<file path="src/rtl/dcache_refill_ctrl_if.sv">
// Memory-bus side of the dcache refill controller: a write-back burst channel
// and a refill read-burst channel.
interface dcache_refill_ctrl_if;
    logic        wr_req;
    logic [31:0] wr_addr;
    logic        wr_addr_ack;
    logic        wr_valid;
    logic [31:0] wr_data;
    logic        wr_ready;
    logic        wr_done;
    logic        rd_req;
    logic [31:0] rd_addr;
    logic        rd_addr_ack;
    logic        rd_valid;
    logic [31:0] rd_data;

    modport master (
        output wr_req, wr_addr, wr_valid, wr_data, rd_req, rd_addr,
        input  wr_addr_ack, wr_ready, wr_done, rd_addr_ack, rd_valid, rd_data
    );

    modport slave (
        input  wr_req, wr_addr, wr_valid, wr_data, rd_req, rd_addr,
        output wr_addr_ack, wr_ready, wr_done, rd_addr_ack, rd_valid, rd_data
    );
endinterface

</file>
<file path="src/rtl/dcache_refill_ctrl.sv">
// Data-cache miss sequencer: stalls the pipeline, writes back a dirty victim
// line, refills the missing line from memory and updates the tag.
module dcache_refill_ctrl #(
    parameter int unsigned LINE_WORDS = 8,
    parameter int unsigned INDEX_W    = 7,
    parameter int unsigned OFF_W      = 3
) (
    input  logic                          clk,
    input  logic                          rst,
    input  logic                          flush,
    input  logic                          req_valid,
    input  logic [31:0]                   req_addr,
    input  logic                          hit,
    input  logic                          victim_dirty,
    input  logic [32-INDEX_W-OFF_W-3:0]   victim_tag,
    input  logic [31:0]                   victim_rdata,
    output logic                          stallreq,
    output logic [OFF_W-1:0]              victim_idx,
    dcache_refill_ctrl_if.master          bus,
    output logic                          refill_we,
    output logic [OFF_W-1:0]              refill_idx,
    output logic [31:0]                   refill_wdata,
    output logic                          tag_we
);
    localparam int unsigned TAG_W  = 32 - INDEX_W - OFF_W - 2;
    localparam int unsigned LINE_W = 32 - OFF_W - 2;
    localparam logic [OFF_W-1:0] LAST_BEAT = OFF_W'(LINE_WORDS - 1);

    localparam logic [2:0] IDLE    = 3'd0;
    localparam logic [2:0] WB_ADDR = 3'd1;
    localparam logic [2:0] WB_DATA = 3'd2;
    localparam logic [2:0] WB_RESP = 3'd3;
    localparam logic [2:0] RD_ADDR = 3'd4;
    localparam logic [2:0] RD_DATA = 3'd5;
    localparam logic [2:0] DONE    = 3'd6;

    logic [2:0]        state;
    logic [OFF_W-1:0]  cnt;
    logic [LINE_W-1:0] line_q;
    logic [TAG_W-1:0]  vtag_q;
    logic              miss;
    logic              unused_bits;

    assign miss        = req_valid & ~hit & ~flush;
    // Byte/word offset of the missing address is irrelevant: whole lines move.
    assign unused_bits = ^req_addr[OFF_W+1:0];

    always_ff @(posedge clk) begin
        if (rst) begin
            state  <= IDLE;
            cnt    <= '0;
            line_q <= '0;
            vtag_q <= '0;
        end else begin
            case (state)
                IDLE: begin
                    if (miss) begin
                        line_q <= req_addr[31:OFF_W+2];
                        vtag_q <= victim_tag;
                        state  <= victim_dirty ? WB_ADDR : RD_ADDR;
                    end
                end
                WB_ADDR: begin
                    // An early wr_ready alongside the ack is not a data beat.
                    if (bus.wr_addr_ack) begin
                        cnt   <= '0;
                        state <= WB_DATA;
                    end
                end
                WB_DATA: begin
                    if (bus.wr_ready) begin
                        cnt <= cnt + 1'b1;
                        if (cnt == LAST_BEAT) state <= WB_RESP;
                    end
                end
                WB_RESP: begin
                    if (bus.wr_done) state <= RD_ADDR;
                end
                RD_ADDR: begin
                    if (bus.rd_addr_ack) begin
                        cnt   <= '0;
                        state <= RD_DATA;
                    end
                end
                RD_DATA: begin
                    if (bus.rd_valid) begin
                        cnt <= cnt + 1'b1;
                        if (cnt == LAST_BEAT) state <= DONE;
                    end
                end
                DONE:    state <= IDLE;
                default: state <= IDLE;
            endcase
        end
    end

    always_comb begin
        stallreq     = (state == IDLE) ? miss : 1'b1;
        victim_idx   = '0;
        refill_we    = 1'b0;
        refill_idx   = '0;
        refill_wdata = '0;
        tag_we       = (state == DONE);
        bus.wr_req   = 1'b0;
        bus.wr_addr  = '0;
        bus.wr_valid = 1'b0;
        bus.wr_data  = '0;
        bus.rd_req   = 1'b0;
        bus.rd_addr  = '0;
        case (state)
            WB_ADDR: begin
                bus.wr_req  = 1'b1;
                bus.wr_addr = {vtag_q, line_q[INDEX_W-1:0], {(OFF_W+2){1'b0}}};
            end
            WB_DATA: begin
                bus.wr_valid = 1'b1;
                bus.wr_data  = victim_rdata;
                victim_idx   = cnt;
            end
            RD_ADDR: begin
                bus.rd_req  = 1'b1;
                bus.rd_addr = {line_q, {(OFF_W+2){1'b0}}};
            end
            RD_DATA: begin
                if (bus.rd_valid) begin
                    refill_we    = 1'b1;
                    refill_idx   = cnt;
                    refill_wdata = bus.rd_data;
                end
            end
            default: ;
        endcase
    end
endmodule

</file>
<file path="src/flat_wrapper.sv">
// flat-port wrapper written by rule: the top's interface ports become plain ports
module dcache_refill_ctrl_flat 
#(
    parameter int unsigned LINE_WORDS = 8,
    parameter int unsigned INDEX_W    = 7,
    parameter int unsigned OFF_W      = 3
)
  (clk, rst, flush, req_valid, req_addr, hit, victim_dirty, victim_tag, victim_rdata, stallreq, victim_idx, refill_we, refill_idx, refill_wdata, tag_we, bus_wr_req, bus_wr_addr, bus_wr_valid, bus_wr_data, bus_rd_req, bus_rd_addr, bus_wr_addr_ack, bus_wr_ready, bus_wr_done, bus_rd_addr_ack, bus_rd_valid, bus_rd_data);
  dcache_refill_ctrl_if bus_i ();
  input  logic clk;
  input  logic rst;
  input  logic flush;
  input  logic req_valid;
  input  logic [31:0] req_addr;
  input  logic hit;
  input  logic victim_dirty;
  input  logic [32-INDEX_W-OFF_W-3:0] victim_tag;
  input  logic [31:0] victim_rdata;
  output logic stallreq;
  output logic [OFF_W-1:0] victim_idx;
  output logic refill_we;
  output logic [OFF_W-1:0] refill_idx;
  output logic [31:0] refill_wdata;
  output logic tag_we;
  output wire logic [$bits(bus_i.wr_req)-1:0] bus_wr_req;
  output wire logic [$bits(bus_i.wr_addr)-1:0] bus_wr_addr;
  output wire logic [$bits(bus_i.wr_valid)-1:0] bus_wr_valid;
  output wire logic [$bits(bus_i.wr_data)-1:0] bus_wr_data;
  output wire logic [$bits(bus_i.rd_req)-1:0] bus_rd_req;
  output wire logic [$bits(bus_i.rd_addr)-1:0] bus_rd_addr;
  input wire logic [$bits(bus_i.wr_addr_ack)-1:0] bus_wr_addr_ack;
  input wire logic [$bits(bus_i.wr_ready)-1:0] bus_wr_ready;
  input wire logic [$bits(bus_i.wr_done)-1:0] bus_wr_done;
  input wire logic [$bits(bus_i.rd_addr_ack)-1:0] bus_rd_addr_ack;
  input wire logic [$bits(bus_i.rd_valid)-1:0] bus_rd_valid;
  input wire logic [$bits(bus_i.rd_data)-1:0] bus_rd_data;
  assign bus_wr_req = bus_i.wr_req;
  assign bus_wr_addr = bus_i.wr_addr;
  assign bus_wr_valid = bus_i.wr_valid;
  assign bus_wr_data = bus_i.wr_data;
  assign bus_rd_req = bus_i.rd_req;
  assign bus_rd_addr = bus_i.rd_addr;
  assign bus_i.wr_addr_ack = bus_wr_addr_ack;
  assign bus_i.wr_ready = bus_wr_ready;
  assign bus_i.wr_done = bus_wr_done;
  assign bus_i.rd_addr_ack = bus_rd_addr_ack;
  assign bus_i.rd_valid = bus_rd_valid;
  assign bus_i.rd_data = bus_rd_data;
  dcache_refill_ctrl #(.LINE_WORDS(LINE_WORDS), .INDEX_W(INDEX_W), .OFF_W(OFF_W)) u_core (.clk(clk), .rst(rst), .flush(flush), .req_valid(req_valid), .req_addr(req_addr), .hit(hit), .victim_dirty(victim_dirty), .victim_tag(victim_tag), .victim_rdata(victim_rdata), .stallreq(stallreq), .victim_idx(victim_idx), .bus(bus_i), .refill_we(refill_we), .refill_idx(refill_idx), .refill_wdata(refill_wdata), .tag_we(tag_we));
endmodule
</file>
<file path="config.mk">
export PLATFORM = sky130hd
export DESIGN_NAME = dcache_refill_ctrl_flat
export DESIGN_NICKNAME = d
export VERILOG_FILES = /design/src/rtl/dcache_refill_ctrl_if.sv /design/src/rtl/dcache_refill_ctrl.sv /design/src/flat_wrapper.sv
export SDC_FILE = /design/constraint.sdc
export NUM_CORES = 1
export LEC_CHECK = 0
export BUFFER_PORTS_ARGS = -buffer_cell sky130_fd_sc_hd__buf_2
export CORE_ASPECT_RATIO = 0.8
export CORE_MARGIN = 2
export CORE_UTILIZATION = 25
export CTS_CLUSTER_SIZE = 16
export DETAILED_ROUTE_END_ITERATION = 10
export PLACE_DENSITY = 0.58
export SYNTH_ARGS = -nofsm -noshare
export SYNTH_HDL_FRONTEND = slang
export SYNTH_SLANG_ARGS = --single-unit
</file>
<file path="constraint.sdc">
create_clock -name clk -period 1.85 [get_ports clk]
set_input_delay 0.185 -clock clk [delete_from_list [all_inputs] [get_ports clk]]
set_output_delay 0.185 -clock clk [all_outputs]
set_load 0.01 [all_outputs]
</file>
==> results of run 1 <==
layout make-up:
type	instances	area, um2	area share (%)
Sequential cell	53	1070	22.5
Antenna cell	1	2.50	0.0527
Clock inverter	1	30.0	0.633
Multi-Input combinational cell	325	1780	37.6
Tap cell	148	185	3.90
Inverter	4	25.0	0.527
Timing Repair Buffer	270	1510	31.8
Clock buffer	7	143	3.00
where the power goes:
group / internal [mW] / total, mW / switching (mW)
combinational: 0.819 / 1.81 / 0.988
sequential: 1.26 / 1.37 / 0.112
clock: 0.677 / 1.08 / 0.407
total: 2.76 / 4.27 / 1.51
cell usage after synthesis (all sizes together):
| master | count | share of area, % |
|---|---|---|
| nand2 | 97 | 12 |
| nor4b | 1 | 0.29 |
| and2 | 124 | 26 |
| a21boi | 1 | 0.25 |
| nand4 | 4 | 0.83 |
| o21a | 1 | 0.25 |
| nand3b | 1 | 0.25 |
| conb | 1 | 0.12 |
| buf | 21 | 5.0 |
| nor3 | 4 | 0.83 |
| o21ai | 4 | 0.67 |
| inv | 4 | 0.50 |
| a31o | 1 | 0.29 |
| and4 | 1 | 0.29 |
| ha | 2 | 0.83 |
| nor2b | 1 | 0.21 |
| nor2 | 4 | 0.50 |
| o221ai | 1 | 0.29 |
| a31oi | 2 | 0.42 |
| nor4bb | 1 | 0.33 |
| nand2b | 2 | 0.42 |
| clkbuf | 18 | 2.3 |
| a21o | 1 | 0.25 |
| dfxtp | 53 | 35 |
| o221a | 1 | 0.38 |
| and3 | 1 | 0.21 |
| nand4b | 1 | 0.29 |
| nand3 | 1 | 0.17 |
| or4b | 1 | 0.33 |
| or3b | 2 | 0.67 |
| or2 | 1 | 0.21 |
| a21oi | 52 | 8.7 |
| a211oi | 2 | 0.67 |
critical path, stage by stage, from the launching register on:
cell     delay [ns]
dfxtp_4        0.39
or3b_4         0.47
inv_8          0.15
and2_1         0.16
buf_2          0.14
logic make-up (layout without fill, tap and decap cells):
kind of cell,Yosys count,in the layout,share of synthesized area [%]
AO/OA/AOI/OAI,66,66,12.1
adder cells (fa/ha/maj),2,2,0.834
buffers and inverters,43,282,7.71
flip-flops,53,53,35.4
other,1,11,0.125
AND/OR/NAND/NOR,247,247,43.8
through the flow:
stage,power (mW),hold WS [ns],setup WS (ns),cells,instance area [um2]
2_1_floorplan,2.36,0.321,0.238,421,3030
3_3_place_gp,2.94,0.427,0.203,792,4400
3_5_place_dp,2.98,0.432,0.149,792,4400
4_1_cts,4.10,0.120,0.0409,800,4590
5_1_grt,4.57,0.126,-0.0176,809,4750
6_report,4.27,0.129,0.0635,809,4750
worst max-delay path by stage:
stage	from	end	cells past startpoint
3_3_place_gp	u_core.state[1]$_SDFFE_PP0P_	bus_wr_data[24]	4
4_1_cts	u_core.state[2]$_SDFFE_PP0P_	refill_wdata[3]	5
6_report	u_core.state[2]$_SDFFE_PP0P_	bus_wr_data[11]	4
2_1_floorplan	u_core.state[1]$_SDFFE_PP0P_	bus_rd_addr[22]	6
3_5_place_dp	u_core.state[2]$_SDFFE_PP0P_	bus_wr_data[11]	4
5_1_grt	u_core.state[1]$_SDFFE_PP0P_	bus_rd_addr[9]	7
repair_timing:
| action | in CTS | in global routing |
|---|---|---|
| endpoints found under the setup margin | 76 | 98 |
| pin swaps | 0 | 1 |
| resized for setup | 5 | 28 |
| cloned | 0 | 3 |
| buffers inserted | 0 | 5 |
layer usage:
metal | track usage (%) | up-vias | wire [um]
met5 | 0 | - | 0
met4 | 2.37 | 0 | 61
met2 | 24.5 | 132 | 5120
li1 | - | 1795 | -
met3 | 3.87 | 4 | 903
met1 | 19.3 | 1641 | 4640
flip-flops by register name, summed over array words and instances (netlist names):
signal	flops
u_core.cnt	3
u_core.state	3
u_core.line_q	27
u_core.vtag_q	20
cells in the final DEF (no fill, tap or decap), types with 6 or more instances in the layout:
cell and count:
and2_1 118, clkbuf_16 6, and2_4 6, conb_1 10, dfxtp_1 50, nand2_1 96
a21oi_1 52, buf_2 248, buf_4 9, buf_6 7
==> impl_metrics.env, run 1 <==
export IMPL_outcome="finished clean"
export IMPL_power_density_nw_per_um2=899
export IMPL_post_drt_wl_per_cell_um=13.3
export IMPL_hp_start="req_addr[23]"
export IMPL_coreArea_um2=11600
export IMPL_rrSetupSlack_ns=0.24
export IMPL_crit_path_start_kind="flip-flop"
export IMPL_drive_gt1_share_pct=45.2
export IMPL_cp_required_ns=1.66
export IMPL_synth_cell_type_count=41
export IMPL_leakagePower_nw=2.50
export IMPL_cp_arrival_ns=1.60
export IMPL_finalNetCount=788
export IMPL_synth_warnings=0
export IMPL_netlist_area_um2=3000
export IMPL_clock_path_buffers=2
export IMPL_first_pass_iters=4
export IMPL_path_class="flip-flop to output port"
export IMPL_r2r_end="u_core.state[1]$_SDFFE_PP0P_"
export IMPL_setup_violations=0
export IMPL_die_area_um2=12900
export IMPL_setup_tns_ns=0
export IMPL_drt_wl_total_um=10700
export IMPL_cts_tree="yes"
export IMPL_cts_root_buf="clkbuf_16"
export IMPL_place_congestion=0.824
export IMPL_ios=267
export IMPL_synthCells=412
export IMPL_grt_pass1_wl_um=15300
export IMPL_postCtsHoldBufs=0
export IMPL_antenna_left=0
export IMPL_grt_pass1_vias=2998
export IMPL_insertion_delay_ns=0.29
export IMPL_drc=0
export IMPL_crit_fanout=36
export IMPL_cts_sinks=53
export IMPL_fmax_mhz=560
export IMPL_die_w_um=126
export IMPL_antenna_found_initial=1
export IMPL_drt_vias_per_instance=4.42
export IMPL_finalMaxSlewViolations=0
export IMPL_gr_total_overflow=0
export IMPL_postSynthAreaPerCell_um2=7.28
export IMPL_rsz0062_at_grt="yes"
export IMPL_holdPathEnd="u_core.line_q[18]$_SDFFE_PP0P_"
export IMPL_clk_pin_slew_ns=0.07
export IMPL_dr_total_vias=3572
export IMPL_final_min_clock_period_ns=1.79
export IMPL_synth_seq_cells=53
export IMPL_worstHoldPathCells=3
export IMPL_dieHeight_um=102
export IMPL_drt_iter0_drc=118
export IMPL_yosysSeqAreaShare_pct=35.4
export IMPL_n_fill_cell=1228
export IMPL_rows=35
export IMPL_fin_skew_ns=0.00669
export IMPL_period_share_pct=96.6
export IMPL_critPathCaptureType="output port"
export IMPL_cts_htree_levels=2
export IMPL_ir_drop_v=0.000383
export IMPL_worst_hold_path_type="input pin to flip-flop"
export IMPL_hold_viol_final=0
export IMPL_grt_max_degree=54
export IMPL_reg2regPathDepth=6
export IMPL_port_buffers=251
export IMPL_max_cap_viol_count=0
export IMPL_grt_total_usage_pct=14.6
export IMPL_initial_core_util_pct=25.9
export IMPL_cts_buffers=5
export IMPL_utilization_pct=40.9
export IMPL_dp_hpwl_um=8090
export IMPL_r2r_start="u_core.state[1]$_SDFFE_PP0P_"
export IMPL_syn_to_final_growth_pct=58.2
Note: power is estimated with default switching activity, not from simulation.
==> run 2: changes to the inputs <==
==> constraint.sdc (replaced) <==
create_clock -name clk -period 1.85 [get_ports clk]
set_input_delay 0.0925 -clock clk [delete_from_list [all_inputs] [get_ports clk]]
set_output_delay 0.0925 -clock clk [all_outputs]
set_load 0.01 [all_outputs]
==> run 2 against run 1 <==
  * Count of clock-buffer cells in the layout did not move
  * Clock power barely moved
  * Final area rose by 5.5%
  * Critical path depth rose by 3
  * Non-clock buffer count rose by 3
  * Global-route usage rose by 0.38 points
  * Core utilization rose by 2.3 points
  * Setup slack got worse by 0.059 ns
  * Largest cell class unchanged
  * Largest power group unchanged
==> impl_metrics.env, run 2 (same netlist as run 1, synthesis figures left out) <==
export IMPL_worst_hold_path_type="input pin to flip-flop"
export IMPL_postCtsHoldBufs=0
export IMPL_rsz0062_at_grt="yes"
export IMPL_grt_pass1_vias=3116
export IMPL_drive_gt1_share_pct=48.2
export IMPL_n_fill_cell=1215
export IMPL_p_clk_share_pct=25.5
export IMPL_grt_pass1_wl_um=15600
export IMPL_path_class="flip-flop to output port"
export IMPL_mostFrequentLayoutCells="buf_2 (229), and2_1 (102), nand2_1 (96)"
export IMPL_first_pass_iters=4
export IMPL_finalNetCount=792
export IMPL_multi_input_area_um2=1850
export IMPL_fin_skew_ns=0.00751
export IMPL_power_density_nw_per_um2=857
export IMPL_critPathMostFrequentCell="buf_6"
export IMPL_period_share_pct=99.8
export IMPL_cp_slowest_stage_delay_ns=0.38
export IMPL_cts_buffers=5
export IMPL_r2r_start="u_core.state[1]$_SDFFE_PP0P_"
export IMPL_cts_htree_levels=2
export IMPL_antenna_cells=0
export IMPL_insertion_delay_ns=0.29
export IMPL_r2r_end="u_core.state[0]$_SDFFE_PP0P_"
export IMPL_comb_power_share_pct=42.2
export IMPL_final_min_clock_period_ns=1.85
export IMPL_cts_sinks=53
export IMPL_hp_start="req_addr[14]"
export IMPL_cp_required_ns=1.76
export IMPL_final_seq_area_um2=1070
export IMPL_holdPathEnd="u_core.line_q[9]$_SDFFE_PP0P_"
export IMPL_gr_total_overflow=0
export IMPL_rows=35
export IMPL_outcome="finished clean"
export IMPL_ios=267
export IMPL_reg2regPathDepth=6
export IMPL_drt_iter0_drc=128
export IMPL_port_buffers=251
export IMPL_crit_fanout=8
export IMPL_coreArea_um2=11600
export IMPL_clock_path_buffers=2
export IMPL_syn_to_final_growth_pct=67.0
export IMPL_max_cap_viol_count=0
export IMPL_dp_hpwl_um=8050
export IMPL_cp_slowest_cell="dfxtp_4"
export IMPL_critPathCaptureType="output port"
export IMPL_seqPwrFrac_pct=32.4
export IMPL_die_w_um=126
export IMPL_antenna_left=0
export IMPL_drc=0
export IMPL_dieHeight_um=102
export IMPL_p_int_mw=2.72
export IMPL_setup_violations=0
export IMPL_top_regs="u_core.line_q x27, u_core.vtag_q x20"
export IMPL_rrSetupSlack_ns=0.26
export IMPL_grt_total_usage_pct=15.0
export IMPL_swShare_pct=36.7
export IMPL_leakagePower_nw=2.57
export IMPL_layout_commonest_cell="buf_2"
export IMPL_path_cells="buf_6, nand3b_1, nor2_4, buf_12, clkbuf_16, and2_4, buf_6"
export IMPL_drt_vias_per_instance=4.47
export IMPL_largest_reg_flops=27
export IMPL_initial_core_util_pct=25.9
export IMPL_cts_root_buf="clkbuf_16"
export IMPL_top_register="u_core.line_q"
export IMPL_post_drt_wl_per_cell_um=14.4
export IMPL_crit_path_start_kind="flip-flop"
export IMPL_grt_max_degree=48
export IMPL_clk_pin_slew_ns=0.07
export IMPL_hold_ws_ns=0.0316
export IMPL_die_area_um2=12900
export IMPL_place_congestion=0.854
export IMPL_startpoint="u_core.state[1]$_SDFFE_PP0P_"
export IMPL_worstHoldPathCells=3
export IMPL_antenna_found_initial=1
export IMPL_cp_arrival_ns=1.75
export IMPL_cts_tree="yes"
export IMPL_power_mw=4.29
export IMPL_ir_drop_v=0.000275
export IMPL_hold_viol_final=0
export IMPL_dr_total_vias=3630
export IMPL_fmax_mhz=542
export IMPL_drt_wl_total_um=11700
export IMPL_p_sw_mw=1.58
export IMPL_finalMaxSlewViolations=0
## run 2: per-stage QoR
stage / setup slack (ns) / instance area [um2] / util (%) / TNS, ns / std cells
after global routing: -0.0540 / 5010 / 43.2 / -1.20 / 812
after CTS: 0.00532 / 4580 / 39.4 / 0 / 800
after global placement: 0.116 / 4390 / 37.8 / 0 / 792
final: 0.00447 / 5010 / 43.2 / 0 / 812
after detailed placement: -0.0279 / 4390 / 37.8 / -0.334 / 792
after floorplan: 0.331 / 3030 / - / 0 / 421
## run 2: worst max path at each step
stage | to | cells past startpoint
detailed placement | bus_rd_addr[12] | 5
floorplan | bus_rd_addr[22] | 6
finish | refill_wdata[2] | 7
global route | refill_wdata[20] | 7
CTS | bus_rd_addr[12] | 4
global placement | bus_rd_addr[31] | 5
## run 2: cell type report
cell class              instances  area share [%]
clock buffers                   7            2.85
clock inverters                 1           0.599
inverters                       4           0.450
multi-input cells             326            36.9
flip-flops and latches         53            21.4
well taps                     148            3.70
repair buffers                273            34.1
## run 2: metal layers
metal / routed length (um) / vias to the layer above / global-route usage, % / part of all wire [%]
met5: 0 / - / 0 / 0
met1: 5030 / 1680 / 19.2 / 43
met3: 867 / 5 / 3.72 / 7.4
met2: 5780 / 138 / 26.3 / 49
met4: 38 / 0 / 2.11 / 0.32
li1: - / 1807 / - / -
## run 2: repair_timing
item                       in CTS  in global routing
resized for setup               4                 70
buffers inserted                0                  3
setup endpoints to repair      98                159
hold endpoints to repair        0                  0
pin swaps                       0                 22
gates cloned                    0                  9
## run 2: critical path, delay by kind of cell (launching register included)
| family | cells | cell delay (ns) |
|---|---|---|
| flip-flops | 1 | 0.38 |
| buffers and inverters | 4 | 0.52 |
| AND/OR/NAND/NOR | 3 | 0.56 |
## run 2: power groups by stage
stage	clock network [mW]	registers, mW	logic (mW)
global placement	0	1.36	1.54
finish	1.09	1.39	1.81
floorplan	0	1.32	1.04
detailed placement	0	1.37	1.60
global route	1.18	1.41	1.99
CTS	1.13	1.35	1.62
